### src/rtl/ahb_line_fill_master_if.sv
// AHB-Lite read-only bus bundle between the line-fill master and memory.
// Ports: haddr/htrans/hburst/hsize/hwrite from master; hready/hresp/hrdata from slave.
interface ahb_line_fill_master_if #(
    parameter int ADDR_BITS = 32
);
    logic [ADDR_BITS-1:0] haddr;
    logic [1:0]           htrans;
    logic [2:0]           hburst;
    logic [2:0]           hsize;
    logic                 hwrite;
    logic                 hready;
    logic                 hresp;
    logic [31:0]          hrdata;

    modport master (
        output haddr, htrans, hburst, hsize, hwrite,
        input  hready, hresp, hrdata
    );

    modport slave (
        input  haddr, htrans, hburst, hsize, hwrite,
        output hready, hresp, hrdata
    );
endinterface

### src/rtl/ahb_line_fill_master.sv
// I-cache line-fill master: one critical-word-first WRAP4 read per request.
// Ports: hclk/hrst; fill_req/fill_addr in; fill_busy/done/err/line out; bus = AHB master.
module ahb_line_fill_master #(
    parameter int LINE_BITS = 128,
    parameter int ADDR_BITS = 32
) (
    input  logic                   hclk,
    input  logic                   hrst,
    input  logic                   fill_req,
    input  logic [ADDR_BITS-1:0]   fill_addr,
    output logic                   fill_busy,
    output logic                   fill_done,
    output logic                   fill_err,
    output logic [LINE_BITS-1:0]   fill_line,
    ahb_line_fill_master_if.master bus
);
    localparam logic [1:0] TR_IDLE   = 2'b00;
    localparam logic [1:0] TR_NONSEQ = 2'b10;
    localparam logic [1:0] TR_SEQ    = 2'b11;
    localparam logic [2:0] BU_SINGLE = 3'b000;
    localparam logic [2:0] BU_WRAP4  = 3'b010;

    typedef enum logic [2:0] {
        S_IDLE,
        S_ADDR,
        S_BURST,
        S_DATA_LAST,
        S_ERR2,
        S_DONE
    } state_t;

    state_t                 state_q, state_d;
    logic [ADDR_BITS-1:4]   base_q, base_d;
    logic [1:0]             w0_q, w0_d;
    logic [1:0]             acnt_q, acnt_d;
    logic [1:0]             dcnt_q, dcnt_d;
    logic [ADDR_BITS-1:0]   haddr_q, haddr_d;
    logic [1:0]             htrans_q, htrans_d;
    logic [2:0]             hburst_q, hburst_d;
    logic                   busy_q, busy_d;
    logic                   done_q, done_d;
    logic                   err_q, err_d;
    logic [LINE_BITS-1:0]   line_q, line_d;

    // Word index of the next address beat and of the pending data beat;
    // 2-bit sums wrap inside the 16-byte line.
    logic [1:0] aidx_nxt;
    logic [1:0] didx;
    assign aidx_nxt = w0_q + acnt_q + 2'd1;
    assign didx     = w0_q + dcnt_q;

    logic unused_addr_lsbs;
    assign unused_addr_lsbs = ^fill_addr[1:0];

    always_comb begin
        state_d  = state_q;
        base_d   = base_q;
        w0_d     = w0_q;
        acnt_d   = acnt_q;
        dcnt_d   = dcnt_q;
        haddr_d  = haddr_q;
        htrans_d = htrans_q;
        hburst_d = hburst_q;
        busy_d   = busy_q;
        done_d   = 1'b0;
        err_d    = 1'b0;
        line_d   = line_q;
        unique case (state_q)
            S_IDLE: begin
                busy_d   = 1'b0;
                htrans_d = TR_IDLE;
                hburst_d = BU_SINGLE;
                if (fill_req) begin
                    base_d   = fill_addr[ADDR_BITS-1:4];
                    w0_d     = fill_addr[3:2];
                    acnt_d   = 2'd0;
                    dcnt_d   = 2'd0;
                    haddr_d  = {fill_addr[ADDR_BITS-1:4], fill_addr[3:2], 2'b00};
                    htrans_d = TR_NONSEQ;
                    hburst_d = BU_WRAP4;
                    busy_d   = 1'b1;
                    state_d  = S_ADDR;
                end
            end
            S_ADDR: begin
                // No data phase yet, so hresp cannot refer to this burst.
                if (bus.hready) begin
                    acnt_d   = 2'd1;
                    haddr_d  = {base_q, aidx_nxt, 2'b00};
                    htrans_d = TR_SEQ;
                    state_d  = S_BURST;
                end
            end
            S_BURST: begin
                if (bus.hresp) begin
                    htrans_d = TR_IDLE;
                    state_d  = S_ERR2;
                end else if (bus.hready) begin
                    line_d[{didx, 5'd0} +: 32] = bus.hrdata;
                    dcnt_d = dcnt_q + 2'd1;
                    if (acnt_q == 2'd3) begin
                        htrans_d = TR_IDLE;
                        state_d  = S_DATA_LAST;
                    end else begin
                        acnt_d   = acnt_q + 2'd1;
                        haddr_d  = {base_q, aidx_nxt, 2'b00};
                        htrans_d = TR_SEQ;
                    end
                end
            end
            S_DATA_LAST: begin
                if (bus.hresp) begin
                    state_d = S_ERR2;
                end else if (bus.hready) begin
                    line_d[{didx, 5'd0} +: 32] = bus.hrdata;
                    done_d   = 1'b1;
                    hburst_d = BU_SINGLE;
                    state_d  = S_DONE;
                end
            end
            S_ERR2: begin
                // busy stays high through the error pulse cycle
                if (bus.hready) begin
                    err_d    = 1'b1;
                    hburst_d = BU_SINGLE;
                    state_d  = S_IDLE;
                end
            end
            S_DONE: begin
                busy_d  = 1'b0;
                state_d = S_IDLE;
            end
            default: begin
                state_d = S_IDLE;
            end
        endcase
    end

    always_ff @(posedge hclk or posedge hrst) begin
        if (hrst) begin
            state_q  <= S_IDLE;
            base_q   <= '0;
            w0_q     <= 2'd0;
            acnt_q   <= 2'd0;
            dcnt_q   <= 2'd0;
            haddr_q  <= '0;
            htrans_q <= TR_IDLE;
            hburst_q <= BU_SINGLE;
            busy_q   <= 1'b0;
            done_q   <= 1'b0;
            err_q    <= 1'b0;
            line_q   <= '0;
        end else begin
            state_q  <= state_d;
            base_q   <= base_d;
            w0_q     <= w0_d;
            acnt_q   <= acnt_d;
            dcnt_q   <= dcnt_d;
            haddr_q  <= haddr_d;
            htrans_q <= htrans_d;
            hburst_q <= hburst_d;
            busy_q   <= busy_d;
            done_q   <= done_d;
            err_q    <= err_d;
            line_q   <= line_d;
        end
    end

    assign bus.haddr  = haddr_q;
    assign bus.htrans = htrans_q;
    assign bus.hburst = hburst_q;
    assign bus.hsize  = 3'b010;
    assign bus.hwrite = 1'b0;

    assign fill_busy = busy_q;
    assign fill_done = done_q;
    assign fill_err  = err_q;
    assign fill_line = line_q;
endmodule
### src/flat_wrapper.sv
// flat-port wrapper written by rule: the top's interface ports become plain ports
module ahb_line_fill_master_flat 
#(
    parameter int LINE_BITS = 128,
    parameter int ADDR_BITS = 32
)
  (hclk, hrst, fill_req, fill_addr, fill_busy, fill_done, fill_err, fill_line, bus_haddr, bus_htrans, bus_hburst, bus_hsize, bus_hwrite, bus_hready, bus_hresp, bus_hrdata);
  ahb_line_fill_master_if #(.ADDR_BITS(ADDR_BITS)) bus_i ();
  input  logic hclk;
  input  logic hrst;
  input  logic fill_req;
  input  logic [ADDR_BITS-1:0] fill_addr;
  output logic fill_busy;
  output logic fill_done;
  output logic fill_err;
  output logic [LINE_BITS-1:0] fill_line;
  output wire logic [$bits(bus_i.haddr)-1:0] bus_haddr;
  output wire logic [$bits(bus_i.htrans)-1:0] bus_htrans;
  output wire logic [$bits(bus_i.hburst)-1:0] bus_hburst;
  output wire logic [$bits(bus_i.hsize)-1:0] bus_hsize;
  output wire logic [$bits(bus_i.hwrite)-1:0] bus_hwrite;
  input wire logic [$bits(bus_i.hready)-1:0] bus_hready;
  input wire logic [$bits(bus_i.hresp)-1:0] bus_hresp;
  input wire logic [$bits(bus_i.hrdata)-1:0] bus_hrdata;
  assign bus_haddr = bus_i.haddr;
  assign bus_htrans = bus_i.htrans;
  assign bus_hburst = bus_i.hburst;
  assign bus_hsize = bus_i.hsize;
  assign bus_hwrite = bus_i.hwrite;
  assign bus_i.hready = bus_hready;
  assign bus_i.hresp = bus_hresp;
  assign bus_i.hrdata = bus_hrdata;
  ahb_line_fill_master #(.LINE_BITS(LINE_BITS), .ADDR_BITS(ADDR_BITS)) u_core (.hclk(hclk), .hrst(hrst), .fill_req(fill_req), .fill_addr(fill_addr), .fill_busy(fill_busy), .fill_done(fill_done), .fill_err(fill_err), .fill_line(fill_line), .bus(bus_i));
endmodule
### config.mk
export PLATFORM = sky130hd
export DESIGN_NAME = ahb_line_fill_master_flat
export DESIGN_NICKNAME = d
export VERILOG_FILES = /design/src/rtl/ahb_line_fill_master_if.sv /design/src/rtl/ahb_line_fill_master.sv /design/src/flat_wrapper.sv
export SDC_FILE = /design/constraint.sdc
export NUM_CORES = 1
export LEC_CHECK = 0
export CAP_MARGIN = 20
export CORE_MARGIN = 2
export CORE_UTILIZATION = 49
export DETAILED_ROUTE_END_ITERATION = 8
export GPL_TIMING_DRIVEN = 0
export HOLD_SLACK_MARGIN = 0.1
export PLACE_DENSITY_LB_ADDON = 0.08
export SYNTH_ARGS = -nofsm -noshare
export SYNTH_HDL_FRONTEND = slang
export SYNTH_SLANG_ARGS = --single-unit
### constraint.sdc
create_clock -name hclk -period 8.5 [get_ports hclk]
set_input_delay 0.85 -clock hclk [delete_from_list [all_inputs] [get_ports hclk]]
set_output_delay 0.85 -clock hclk [all_outputs]
set_load 0.05 [all_outputs]
Word level (Yosys, flattened, before mapping)
Index checks and enable logic that the tools add are counted.
{"block": "word_totals", "register_bits": 205, "inputBits": 69, "out_inout_bits": 172, "word_cells": 91}
{"block": "op_classes", "add_sub_neg": 6, "eq_ne": 16, "shifts": 2, "n_mux": 41, "bitwise": 1, "reduce_logical": 13}
{"op": "2-to-1 mux 32 bit", "n": 5}
{"op": "bitwise mux 128 bit", "n": 1}
{"op": "variable shift 32 x 9 -> 128 bit (first input constant)", "n": 1}
{"op": "indexed part select 32 x 9 -> 128 bit", "n": 1}
{"op": "case mux 32 bit (3 select lines)", "n": 1}
{"op": "2-to-1 mux 3 bit", "n": 10}
{"op": "2-to-1 mux 2 bit", "n": 13}
{"op": "case mux 3 bit (5 select lines)", "n": 1}
{"op": "inequality test 2 bit (second input constant)", "n": 7}
{"op": "case mux 2 bit (3 select lines)", "n": 2}
{"op": "AND reduction 6 bit", "n": 2}
{"op": "negation 7 -> 9 bit", "n": 1}
{"op": "case mux 3 bit (3 select lines)", "n": 1}
{"op": "adder 2 x 1 -> 2 bit (second input constant)", "n": 3}
{"op": "equality test 3 x 2 -> 1 bit (second input constant)", "n": 2}
{"op": "equality test 3 bit (second input constant)", "n": 2}
{"op": "inequality test 3 bit (second input constant)", "n": 2}
{"op": "AND reduction 3 bit", "n": 2}
{"op": "nonzero test 3 bit", "n": 2}
{"op": "2-to-1 mux 1 bit", "n": 5}
{"op": "adder 2 bit", "n": 2}
{"op": "case mux 2 bit (2 select lines)", "n": 1}
{"op": "AND reduction 2 bit", "n": 2}
{"op": "AND reduction 4 bit", "n": 1}
{"op": "8 further kinds", "n": 9}

Longest topological paths before layout
{"block": "depth", "ltp_word": 6, "ltp_mapped": 8}

Least setup slack after synthesis
OpenSTA, ideal clock, no wires.
{"block": "synth_timing", "path_kind": "register to register", "start": "reg u_core.dcnt_q[0]", "end": "reg u_core.line_q[42], in the netlist u_core.fill_line[42]", "setup_ns": 0.083, "arrival_time_ns": 2.145, "t_required_ns": 8.417, "setup_slack_ns": 6.272, "stages_incl_launch_ff": 9, "period_less_slack_ns": 2.228, "path_cell_list": "dfrtp_1 -> ha_1 -> xnor2_2 -> inv_1 -> ha_1 -> nor3_1 -> clkbuf_1 -> nand2_1 -> o21ai_0"}
{"block": "synth_between", "elab_chain_cells": 4}
{"element": "from (decl)", "line_no": "ahb_line_fill_master.sv:36", "rtl": "logic [1:0] dcnt_q, dcnt_d;"}
{"element": "from (signal assigned)", "line_no": "ahb_line_fill_master.sv:158", "rtl": "dcnt_q <= dcnt_d;"}
{"element": "adder 2 bit *", "line_no": "ahb_line_fill_master.sv:50", "rtl": "assign didx = w0_q + dcnt_q;"}
{"element": "negation 7 -> 9 bit *", "line_no": "ahb_line_fill_master.sv:99, ahb_line_fill_master.sv:115"}
{"element": "indexed part select 32 x 9 -> 128 bit / variable shift 32 x 9 -> 128 bit (equally long branches)", "line_no": "ahb_line_fill_master.sv:99, ahb_line_fill_master.sv:115"}
{"element": "bitwise mux 128 bit *", "line_no": "ahb_line_fill_master.sv:99, ahb_line_fill_master.sv:115"}
{"element": "to (signal assigned)", "line_no": "ahb_line_fill_master.sv:165", "rtl": "line_q <= line_d;"}
{"element": "to (decl)", "line_no": "ahb_line_fill_master.sv:43", "rtl": "logic [LINE_BITS-1:0] line_q, line_d;"}
Every way passes the cells marked *; elsewhere a longest branch is shown, timed or not.
A chain may end at the register's enable or synchronous reset.

Worst setup path in the final report
{"block": "layout_timing", "start": "reg u_core.dcnt_q[0]", "end": "reg u_core.line_q[50], in the netlist u_core.fill_line[50]"}
Same word-level chain as after synthesis.

==> reports/metrics.yaml <==
sta:
  grt_setup_unrepaired: "no"
  timing.max_slew.rel_slack_pct: 52.97
  fin_setup_tns_ns: 0
  timing.fmax_mhz: 347.9
  shortest_period_the_worst_path_allows_ns: 2.874
  min_period_over_period_pct: 33.81
  finClkSkew_ns: 0.007149
  postLayoutSetupSlackWorst_ns: 5.626
  timing_max_transition_violations_final: 0
  timing.final.setup_violations: 0
  worst-slew-pin-transition_ns: 0.7000
  final_hold_viol_count: 0
floorplan:
  fp.coreArea_um2: 17960
  boundaryPins: 241
  fp-row-count: 49
  die_y_um: 139.4
  die_area_um2: 19430
  start_util_pct: 50.01
  die_width_um: 139.4
cells_and_area:
  ff_latch_area_um2: 5030
  filler_cell_count: 1401
  nNetsFinal: 1131
  area_growth_pct: 37.92
  drive_gt1_share_pct: 18.75
  post-route-cell-area_um2: 12390
  num_antenna_cells: 0
  area_taken_by_multi_input_logic_gates_um2: 3462
  layoutNonFillerInstCount: 1301
grt:
  first_pass_grt_wire_length_mm: 36.26
  grt_start_max_net_pins: 106
  grtUsageTotal_pct: 22.97
  globalRoute.totalOverflow: 0
  antenna_found_initial: 0
  number_of_global_route_vias_before_repair: 6633
clock_tree:
  clock_latency_ns: 0.50
  cts.htree.levels: 1
  cts_tree: "yes"
  clk_pin_slew_worst_paths_ns: 0.06
  number_of_resized_instances_in_the_post_cts_repair_step: 0
  num_cts_buffers: 23
  clk_tree_root_cell: "clkbuf_16"
  post-cts-setup-buffer-count: 0
  post_cts_hold_buffer_count: 0
  tritoncts_num_sinks: 201
  clockBufferDepth: 3
place:
  place_inst: 1260
  io_port_bufs: 230
  placement.cell_area_um2: 11630
  finalWeightedCongestion: 0.7794
  dpl.hpwl_mm: 15.77
  detailedPlace.worstSlack_ns: 5.583
yosys:
  synthesis.yosys.warnings: 0
  mappedNetlistArea_um2: 8984
  syn_inst: 794
  synthXorXnorAreaFrac_pct: 0.6546
  yosysTopAreaCellShare_pct: 55.99
  muxShareOfSynthArea_pct: 19.37
  synth_top_cells_by_area: "dfrtp_1 56%, mux2_2 14%, nand2_1 7.1%, mux2i_1 3.8%, o21ai_0 3.3%"
  syn_avg_cell_area_um2: 11.31
  yosysTopAreaCell: "dfrtp_1"
  synth_seq_area_share_pct: 55.99
  dominant_synthesized_flop_cell: "dfrtp_1"
  synth_seq_cells: 201
  synth_area_in_compound_gates_pct: 5.195
  synth_edf_count: 0
  async_flop_share_pct: 100.0
  yosys.area_share.adder_pct: 0.8357
  synth_cell_type_count: 47
  synth_simple_gate_area_share_pct: 12.14
  main_combinational_cell_family_by_area_after_synthesis: "multiplexers"
routing:
  routed_vias: 6708
  drt-wirelength-per-cell_um: 17.38
  antenna_left: 0
  drc: 0
  drt-initial-drc-count: 372
  totalWireLength_mm: 22.61
  detail_route.first_pass.iterations: 5
  vias_per_cell: 5.156
setup_path:
  required_time_of_the_critical_path_ns: 8.91
  crit_fanout: 10
  crit_slowest_cell: "nor3_1"
  timing.critical_path.mode_cell: "ha_1"
  worstSetupEndpointType: "flop"
  crit_chain: "ha_1 > xnor2_2 > inv_1 > ha_1 > nor3_1 > clkbuf_1 > nand2_1 > o21ai_0"
  start_kind: "flop"
  worst-endpoint-arrival_ns: 3.29
  max_stage_delay_ns: 0.63
  setup.worst_path.class: "reg -> reg"
status:
  outcome: "finished, final reports clean"
min_path:
  holdCritPathClass: "reg -> reg"
flow_run:
  max-cap-violations: 0
-- cells in the final DEF (no fill, tap or decap), types with 8 or more instances in the layout --
cell             instances
a21oi_1                  8
and3_1                  34
buf_2                   15
buf_4                    8
buf_6                   12
clkbuf_1                24
clkbuf_16               23
clkdlybuf4s50_1        230
conb_1                   8
dfrtp_1                201
inv_1                   39
mux2_1                  11
mux2_2                 112
mux2i_1                 34
nand2_1                171
o21ai_0                 60
o21ai_1                 10
-- sequential cells by signal (all words and copies together), names as in the netlist, 2 cells and up --
| signal | count |
|---|---|
| u_core.fill_line | 128 |
| u_core.bus.htrans | 2 |
| u_core.acnt_q | 2 |
| u_core.state_q | 3 |
| u_core.w0_q | 2 |
| u_core.bus.haddr | 30 |
| u_core.base_q | 28 |
| u_core.dcnt_q | 2 |
-- Yosys cell counts (2+ instances only) --
cell / instances
a211oi_1: 2
a21oi_1: 8
a31oi_1: 2
and3_1: 34
buf_2: 15
buf_4: 8
buf_6: 12
clkbuf_1: 21
clkbuf_2: 3
conb_1: 2
dfrtp_1: 201
ha_1: 6
inv_1: 40
mux2_1: 11
mux2_2: 112
mux2i_1: 34
nand2_1: 171
nand2b_1: 4
nor2_1: 6
nor2b_1: 2
nor3_1: 2
nor4b_1: 2
o21ai_0: 60
o21ai_1: 10
or3_1: 2
xnor2_1: 2
xnor2_2: 2
-- per-layer routing --
| metal | global-route usage, % | vias up | share of wire (%) |
|---|---|---|---|
| met4 | 4.944 | 0 | 2.0 |
| met5 | 0 | - | 0 |
| met3 | 6.882 | 30 | 8.1 |
| met1 | 31.34 | 3298 | 43 |
| li1 | - | 3163 | - |
| met2 | 36.74 | 217 | 47 |
-- critical path: cells and delay by family (launching register included) --
family,cells,cell delay [ns]
xor gates and xnor gates,1,0.36
AOI/OAI and AO/OA,1,0.16
buffers and inverters,2,0.56
and+or+nand+nor,2,0.74
adders and majority gates,2,0.57
DFF,1,0.40
-- cell families (layout without fill, tap and decap cells) --
logic type / count (synthesis) / count (layout)
simple gates: 235 / 235
flops: 201 / 201
mux: 158 / 158
buf+inv: 99 / 371
compound gates: 88 / 88
fa+ha+maj: 6 / 6
xor+xnor: 5 / 5
other cells: 2 / 8
-- metrics by stage --
| stage | hold slack, ns | utilization (%) |
|---|---|---|
| 2_1_floorplan | 0.4522 | - |
| 3_3_place_gp | 0.4606 | 64.55 |
| 3_5_place_dp | 0.4692 | 64.74 |
| 4_1_cts | 0.4818 | 68.98 |
| 5_1_grt | 0.4948 | 68.98 |
| 6_report | 0.4750 | 68.98 |
-- final timing paths --
kind | from | slack [ns] | end | cells past startpoint
min in group asynchronous | hrst | 0.86 | u_core.fill_line[15] | 2
worst min register to register | u_core.fill_line[84] | 0.48 | u_core.fill_line[84] | 2
worst max-delay path | u_core.dcnt_q[0] | 5.63 | u_core.fill_line[50] | 8
worst max register to register | u_core.dcnt_q[0] | 5.63 | u_core.fill_line[50] | 8
worst min-delay path | u_core.fill_line[84] | 0.48 | u_core.fill_line[84] | 2
max in group asynchronous | hrst | 6.68 | u_core.fill_line[126] | 3
-- area by class of cell --
cell class | instances | area share [%]
timing repair buffer | 231 | 18.80
clock inverter | 10 | 0.8482
sequential | 201 | 40.59
clock buffer | 31 | 5.291
multi-input combinational | 500 | 27.94
buffer | 59 | 2.939
tap | 229 | 2.312
inverter | 40 | 1.272
Power is left out: the tool's default activity adds up to more than one toggle a clock period on the data nets, which glitch-free logic cannot reach.
